===== src/rtl/rom_dl_arbiter.sv =====
`default_nettype none
// ============================================================================
// Module   : rom_dl_arbiter
// Purpose  : Owns the program ROM RAM port. Sequences HPS ROM downloads
//            (index 0). Latches game-select (index 1) and DIP bytes
//            (index 254). Holds the game core in reset during and after a
//            load, and serves single-outstanding CPU reads while the core runs.
// Revision : 1.0 - initial release
// ============================================================================
module rom_dl_arbiter #(
    parameter int AW          = 16,
    parameter int MEM_LAT     = 1,
    parameter int HOLD_CYCLES = 256
) (
    input  logic          clk_25_i,
    input  logic          reset_i,
    input  logic          ioctl_download_i,
    input  logic          ioctl_wr_i,
    input  logic [24:0]   ioctl_addr_i,
    input  logic [7:0]    ioctl_dout_i,
    input  logic [7:0]    ioctl_index_i,
    input  logic          cpu_rd_i,
    input  logic [AW-1:0] cpu_addr_i,
    output logic [7:0]    cpu_data_o,
    output logic          cpu_ack_o,
    output logic [AW-1:0] mem_addr_o,
    output logic [7:0]    mem_din_o,
    output logic          mem_we_o,
    input  logic [7:0]    mem_dout_i,
    output logic          core_reset_o,
    output logic [7:0]    mod_sel_o,
    output logic [63:0]   dip_sw_o,
    output logic          ovf_o
);

    localparam int CW = $clog2(HOLD_CYCLES + 1);
    localparam int LW = $clog2(MEM_LAT + 1);

    typedef enum logic [1:0] {
        ST_LOAD = 2'd0,
        ST_HOLD = 2'd1,
        ST_RUN  = 2'd2
    } state_t;

    state_t          state_q;
    logic [CW-1:0]   hold_cnt_q;
    logic [LW-1:0]   lat_cnt_q;
    logic            busy_q;
    logic [7:0]      cpu_data_q;
    logic            cpu_ack_q;
    logic [AW-1:0]   mem_addr_q;
    logic [7:0]      mem_din_q;
    logic            mem_we_q;
    logic            core_reset_q;
    logic [7:0]      mod_sel_q;
    logic [63:0]     dip_sw_q;
    logic            ovf_q;

    // Download decode: a ROM load is requested whenever index 0 is streaming
    logic w_load_req;
    logic w_rom_wr;
    logic w_addr_ovf;
    logic w_idx_wr;

    assign w_load_req = ioctl_download_i && (ioctl_index_i == 8'd0);
    assign w_rom_wr   = w_load_req && ioctl_wr_i;
    assign w_addr_ovf = |ioctl_addr_i[24:AW];
    assign w_idx_wr   = ioctl_download_i && ioctl_wr_i;

    // Control FSM, ROM write path, CPU read path and option latches
    always_ff @(posedge clk_25_i) begin
        if (reset_i) begin
            state_q      <= ST_HOLD;
            hold_cnt_q   <= CW'(HOLD_CYCLES);
            lat_cnt_q    <= '0;
            busy_q       <= 1'b0;
            cpu_data_q   <= 8'd0;
            cpu_ack_q    <= 1'b0;
            mem_addr_q   <= '0;
            mem_din_q    <= 8'd0;
            mem_we_q     <= 1'b0;
            core_reset_q <= 1'b1;
            mod_sel_q    <= 8'd0;
            dip_sw_q     <= 64'd0;
            ovf_q        <= 1'b0;
        end else begin
            mem_we_q  <= 1'b0;
            cpu_ack_q <= 1'b0;

            case (state_q)
                ST_LOAD: begin
                    // Stay in LOAD until the download window closes, even if
                    // the index changes mid-window.
                    if (!ioctl_download_i) begin
                        state_q    <= ST_HOLD;
                        hold_cnt_q <= CW'(HOLD_CYCLES);
                    end
                end
                ST_HOLD: begin
                    if (w_load_req) begin
                        state_q      <= ST_LOAD;
                        core_reset_q <= 1'b1;
                        ovf_q        <= 1'b0;
                    end else if (hold_cnt_q <= CW'(1)) begin
                        state_q      <= ST_RUN;
                        hold_cnt_q   <= '0;
                        core_reset_q <= 1'b0;
                    end else begin
                        hold_cnt_q <= hold_cnt_q - CW'(1);
                    end
                end
                ST_RUN: begin
                    if (w_load_req) begin
                        // A new load aborts any in-flight read without an ack
                        state_q      <= ST_LOAD;
                        core_reset_q <= 1'b1;
                        ovf_q        <= 1'b0;
                        busy_q       <= 1'b0;
                    end else if (busy_q) begin
                        if (lat_cnt_q <= LW'(1)) begin
                            cpu_ack_q  <= 1'b1;
                            cpu_data_q <= mem_dout_i;
                            busy_q     <= 1'b0;
                        end else begin
                            lat_cnt_q <= lat_cnt_q - LW'(1);
                        end
                    end else if (cpu_rd_i) begin
                        mem_addr_q <= cpu_addr_i;
                        busy_q     <= 1'b1;
                        lat_cnt_q  <= LW'(MEM_LAT);
                    end
                end
                default: begin
                    state_q      <= ST_HOLD;
                    hold_cnt_q   <= CW'(HOLD_CYCLES);
                    core_reset_q <= 1'b1;
                    busy_q       <= 1'b0;
                end
            endcase

            // ROM writes only happen while the load condition holds, which
            // never overlaps a CPU read, so the address register is not shared.
            if (w_rom_wr) begin
                if (w_addr_ovf) begin
                    ovf_q <= 1'b1;
                end else begin
                    mem_we_q   <= 1'b1;
                    mem_addr_q <= ioctl_addr_i[AW-1:0];
                    mem_din_q  <= ioctl_dout_i;
                end
            end

            if (w_idx_wr && (ioctl_index_i == 8'd1)) begin
                mod_sel_q <= ioctl_dout_i;
            end

            if (w_idx_wr && (ioctl_index_i == 8'd254) && (ioctl_addr_i[24:3] == 22'd0)) begin
                dip_sw_q[{ioctl_addr_i[2:0], 3'b000} +: 8] <= ioctl_dout_i;
            end
        end
    end

    assign cpu_data_o   = cpu_data_q;
    assign cpu_ack_o    = cpu_ack_q;
    assign mem_addr_o   = mem_addr_q;
    assign mem_din_o    = mem_din_q;
    assign mem_we_o     = mem_we_q;
    assign core_reset_o = core_reset_q;
    assign mod_sel_o    = mod_sel_q;
    assign dip_sw_o     = dip_sw_q;
    assign ovf_o        = ovf_q;

endmodule
`default_nettype wire


===== config.mk =====
export PLATFORM = sky130hd
export DESIGN_NAME = rom_dl_arbiter
export DESIGN_NICKNAME = d
export VERILOG_FILES = /design/src/rtl/rom_dl_arbiter.sv
export SDC_FILE = /design/constraint.sdc
export NUM_CORES = 1
export LEC_CHECK = 0
export BUFFER_PORTS_ARGS = -buffer_cell sky130_fd_sc_hd__buf_2
export CAP_MARGIN = 30
export CORE_AREA = 10 10 120 122
export DETAILED_ROUTE_END_ITERATION = 7
export DIE_AREA = 0 0 130 132
export HOLD_SLACK_MARGIN = 0.08
export PLACE_DENSITY_LB_ADDON = 0.25
export RECOVER_POWER = 100
export REMOVE_ABC_BUFFERS = 1
export SETUP_SLACK_MARGIN = 0.1
export SLEW_MARGIN = 20
export SYNTH_ARGS = -nofsm -noshare
export SYNTH_HDL_FRONTEND = slang
export SYNTH_SLANG_ARGS = --single-unit

===== constraint.sdc =====
create_clock -name clk_25_i -period 5.55 [get_ports clk_25_i]
set_input_delay 1.11 -clock clk_25_i [delete_from_list [all_inputs] [get_ports clk_25_i]]
set_output_delay 1.11 -clock clk_25_i [all_outputs]
set_load 0.03 [all_outputs]

==> run metrics <==
outcome=complete, but fails checks; failing checks=capacitance limit, slew limit; Die Y=approximately 130 um; summed instance area of the synthesized netlist=~5300 um2; Reg2Reg Launch Point=state_q[1]; power after layout=~2400 uW; Setup TNS Final=0 ns; r2r endpoint=state_q[1]; clock latency at the later pin of the worst-skew pair=just over 0.4 ns; number of non-filler instances in the completed layout=roughly 900; Hold Crit Class=flip-flop to flip-flop; Hold Vio Cnt, Final=0; TritonCTS clock tree=yes; sequential element share of the synthesized area=0.450; endpoint of the worst hold path=dip_sw_o[20]; hold depth=2; number of nets in the final layout=812; clock buffers created by TritonCTS=17; number of synthesized flops with an enable pin=0; CP Class=primary input to flip-flop; # resized after CTS=0; total length of routed met2 wires=8490 um; number of inserted diodes=0; Post-DP Area=6330 um2; detailed-routed wire length on met3=1570 um; number of buffers added on ports=approximately 180; remaining max-slew budget at the tightest pin=-0.182; global-route wire length before repair=26400 um; peak clock frequency supported by timing=233 MHz; CP Launch Type=primary input; Worst Reg-to-Reg Cells=6; kind of capture point of the worst setup path=flip-flop; wire length on met1=6970 um; Post-Synthesis Mean Instance Area=approximately 9.4 um2; full die area=between 15000 and 20000 um2; power per unit of standard cell area=roughly 360 nW/um2; via count of the routed design=4925; pre-CTS worst setup slack=approximately 1.8 ns; post-CTS clock slew at the launch and capture registers of the worst setup and hold paths=about 0.06 ns; share of the clock period used by the worst path after layout=0.772; worst-margin pin slew=1.76 ns; CTS H-tree lvls=4; Worst Path Required=5.85 ns; maximum fanout along the worst path=12; cts hold-fix bufs=0; Post-Route Skew=0.00575 ns; cell chosen for the clock root=sky130_fd_sc_hd__clkbuf_16; launch point of the worst hold path=dip_sw_o[20]; area delta synth->final=27.0%; cell row count=40; worst-case register-to-register setup slack=3.35 ns; placed cells=862; RD Place Congestion=0.833; number of setup buffers added after CTS=0; total wire length after detailed routing=17200 um; First DRT Iteration DRCs=~280; DR DRC count=0; average wire length per cell after detail routing=19.3 um; gr usage total=0.193; GRT overflow=0; chip width=130 um; area of the core=~12000 um2; initial antenna violation count=0; uppermost signal routing layer after detailed routing=met4; maximum vdd ir drop=around 160 uV; largest net degree at the start of global routing=65; via count of the first global-routing pass=4973; predominant post-synthesis flop cell=sky130_fd_sc_hd__dfxtp_1; data arrival time of the worst path=4.58 ns; layout cell share with drive strength beyond 1=0.176; unrepaired setup endpoints after global routing=no; cell leakage power=0.00282 uW; maximum capacitance violations=4; endpoints failing setup=0; number of clock sinks=120; number of different library cells in the post-synthesis netlist=45; initial cell density of the core=0.448; number of pins exceeding their max-slew limit in the final report=28; average vias per placed instance=around 5.5; Final ANT Viol Nets=0; post-synthesis register bit count=120; number of detailed-route iterations in the first pass=5; I/O pin total=178; min cycle time layout=4.28 ns; number of cells produced by synthesis=568; number of warning messages in the yosys log=0; clock tree buffer depth=2; min setup slack post-route=between 1 and 1.5 ns; post-DP HPWL=~13000 um; final design instance area without fill=around 6800 um2; proportion of register bits with asynchronous set or reset after synthesis=0; FILL cells=between 1000 and 1500
## per-stage QoR
stage          hold slack (ns)   util
6_report                 0.462  0.569
4_1_cts                  0.465  0.586
3_5_place_dp             0.457  0.531
5_1_grt                  0.481  0.569
2_1_floorplan            0.456      -
3_3_place_gp             0.446  0.530
## metal layers
layer,track usage,up-vias
li1,-,2363
met1,0.216,2346
met2,0.333,194
met3,0.0676,22
met4,0.0588,0
met5,0,-
## final cells by class
class / count / area, um2 / area share
flip-flops and latches: 120 / 2400 / 0.355
inverters: 12 / 45.0 / 0.00665
well taps: 147 / 184 / 0.0271
clock buffers: 19 / 433 / 0.0639
multi-input cells: 401 / 2700 / 0.399
clock inverters: 13 / 219 / 0.0323
repair buffers: 183 / 792 / 0.117
## cells by family after synthesis
kind of cell	share of synthesized area
AOI/OAI and AO/OA	0.0945
adders and majority gates	0.0164
buffers and inverters	0.0359
DFF	0.450
and+or+nand+nor	0.217
muxes	0.187
## flip-flops by register name, indices dropped and copies added (netlist names)
name and cells:
dip_sw_o 64, mem_addr_o 16, hold_cnt_q 9, cpu_data_o 8, mem_din_o 8, mod_sel_o 8
state_q 2, busy_q 1, core_reset_o 1, cpu_ack_o 1, mem_we_o 1, ovf_o 1
## worst max path at each step
| stage | from | endpoint | slack (ns) |
|---|---|---|---|
| final | ioctl_addr_i[0] | dip_sw_o[29] | 1.27 |
| after global routing | ioctl_addr_i[0] | dip_sw_o[31] | 1.07 |
| after CTS | ioctl_addr_i[0] | dip_sw_o[29] | 2.27 |
| after detailed placement | ioctl_addr_i[0] | dip_sw_o[29] | 1.82 |
| after global placement | ioctl_addr_i[0] | dip_sw_o[30] | 1.97 |
| after floorplan | ioctl_index_i[1] | mem_addr_o[0] | 1.77 |
## Yosys cell counts (12+ instances only)
| master | instances | area, um2 |
|---|---|---|
| sky130_fd_sc_hd__nand3_1 | 20 | 100 |
| sky130_fd_sc_hd__nand2_1 | 56 | 210 |
| sky130_fd_sc_hd__dfxtp_1 | 120 | 2400 |
| sky130_fd_sc_hd__o31ai_1 | 18 | 135 |
| sky130_fd_sc_hd__mux2_2 | 27 | 304 |
| sky130_fd_sc_hd__nor2b_1 | 29 | 181 |
| sky130_fd_sc_hd__mux2i_1 | 68 | 681 |
| sky130_fd_sc_hd__a21oi_1 | 35 | 175 |
| sky130_fd_sc_hd__o21ai_0 | 17 | 85.1 |
| sky130_fd_sc_hd__nor2_1 | 51 | 191 |
| sky130_fd_sc_hd__clkbuf_1 | 26 | 97.6 |
| sky130_fd_sc_hd__nand4_1 | 12 | 75.1 |
| sky130_fd_sc_hd__inv_1 | 12 | 45.0 |
## cells in the final DEF (no fill, tap or decap), drive strengths merged, types with 2 or more instances in the layout
master / instances
ha: 7
or4b: 3
inv: 14
nor4b: 3
mux2i: 68
nor2b: 29
o21bai: 2
and3: 3
a311oi: 2
nand3: 20
dfxtp: 120
or3: 7
o21ai: 17
nand2: 56
nand4: 12
nor2: 51
a21oi: 35
nor3: 7
clkinv: 5
and4: 5
o31ai: 18
buf: 70
mux2: 28
nand3b: 2
clkbuf: 132
bufinv: 5
a31oi: 2
nor4: 10
or4: 3
## where the power goes
| part | total [uW] | switching, uW | internal (uW) |
|---|---|---|---|
| clock network | 1220 | 413 | 803 |
| registers | 914 | 24.3 | 890 |
| logic | 297 | 184 | 113 |
## worst max-delay path, stage by stage
cell and delay, ns:
sky130_fd_sc_hd__clkbuf_1 0.41, sky130_fd_sc_hd__inv_1 0.21, sky130_fd_sc_hd__ha_1 0.25, sky130_fd_sc_hd__ha_1 0.44
sky130_fd_sc_hd__inv_1 0.15, sky130_fd_sc_hd__or4_1 0.42, sky130_fd_sc_hd__nor4_1 1.14, sky130_fd_sc_hd__mux2_2 0.44
No activity file was read; power rests on OpenSTA's default activity.
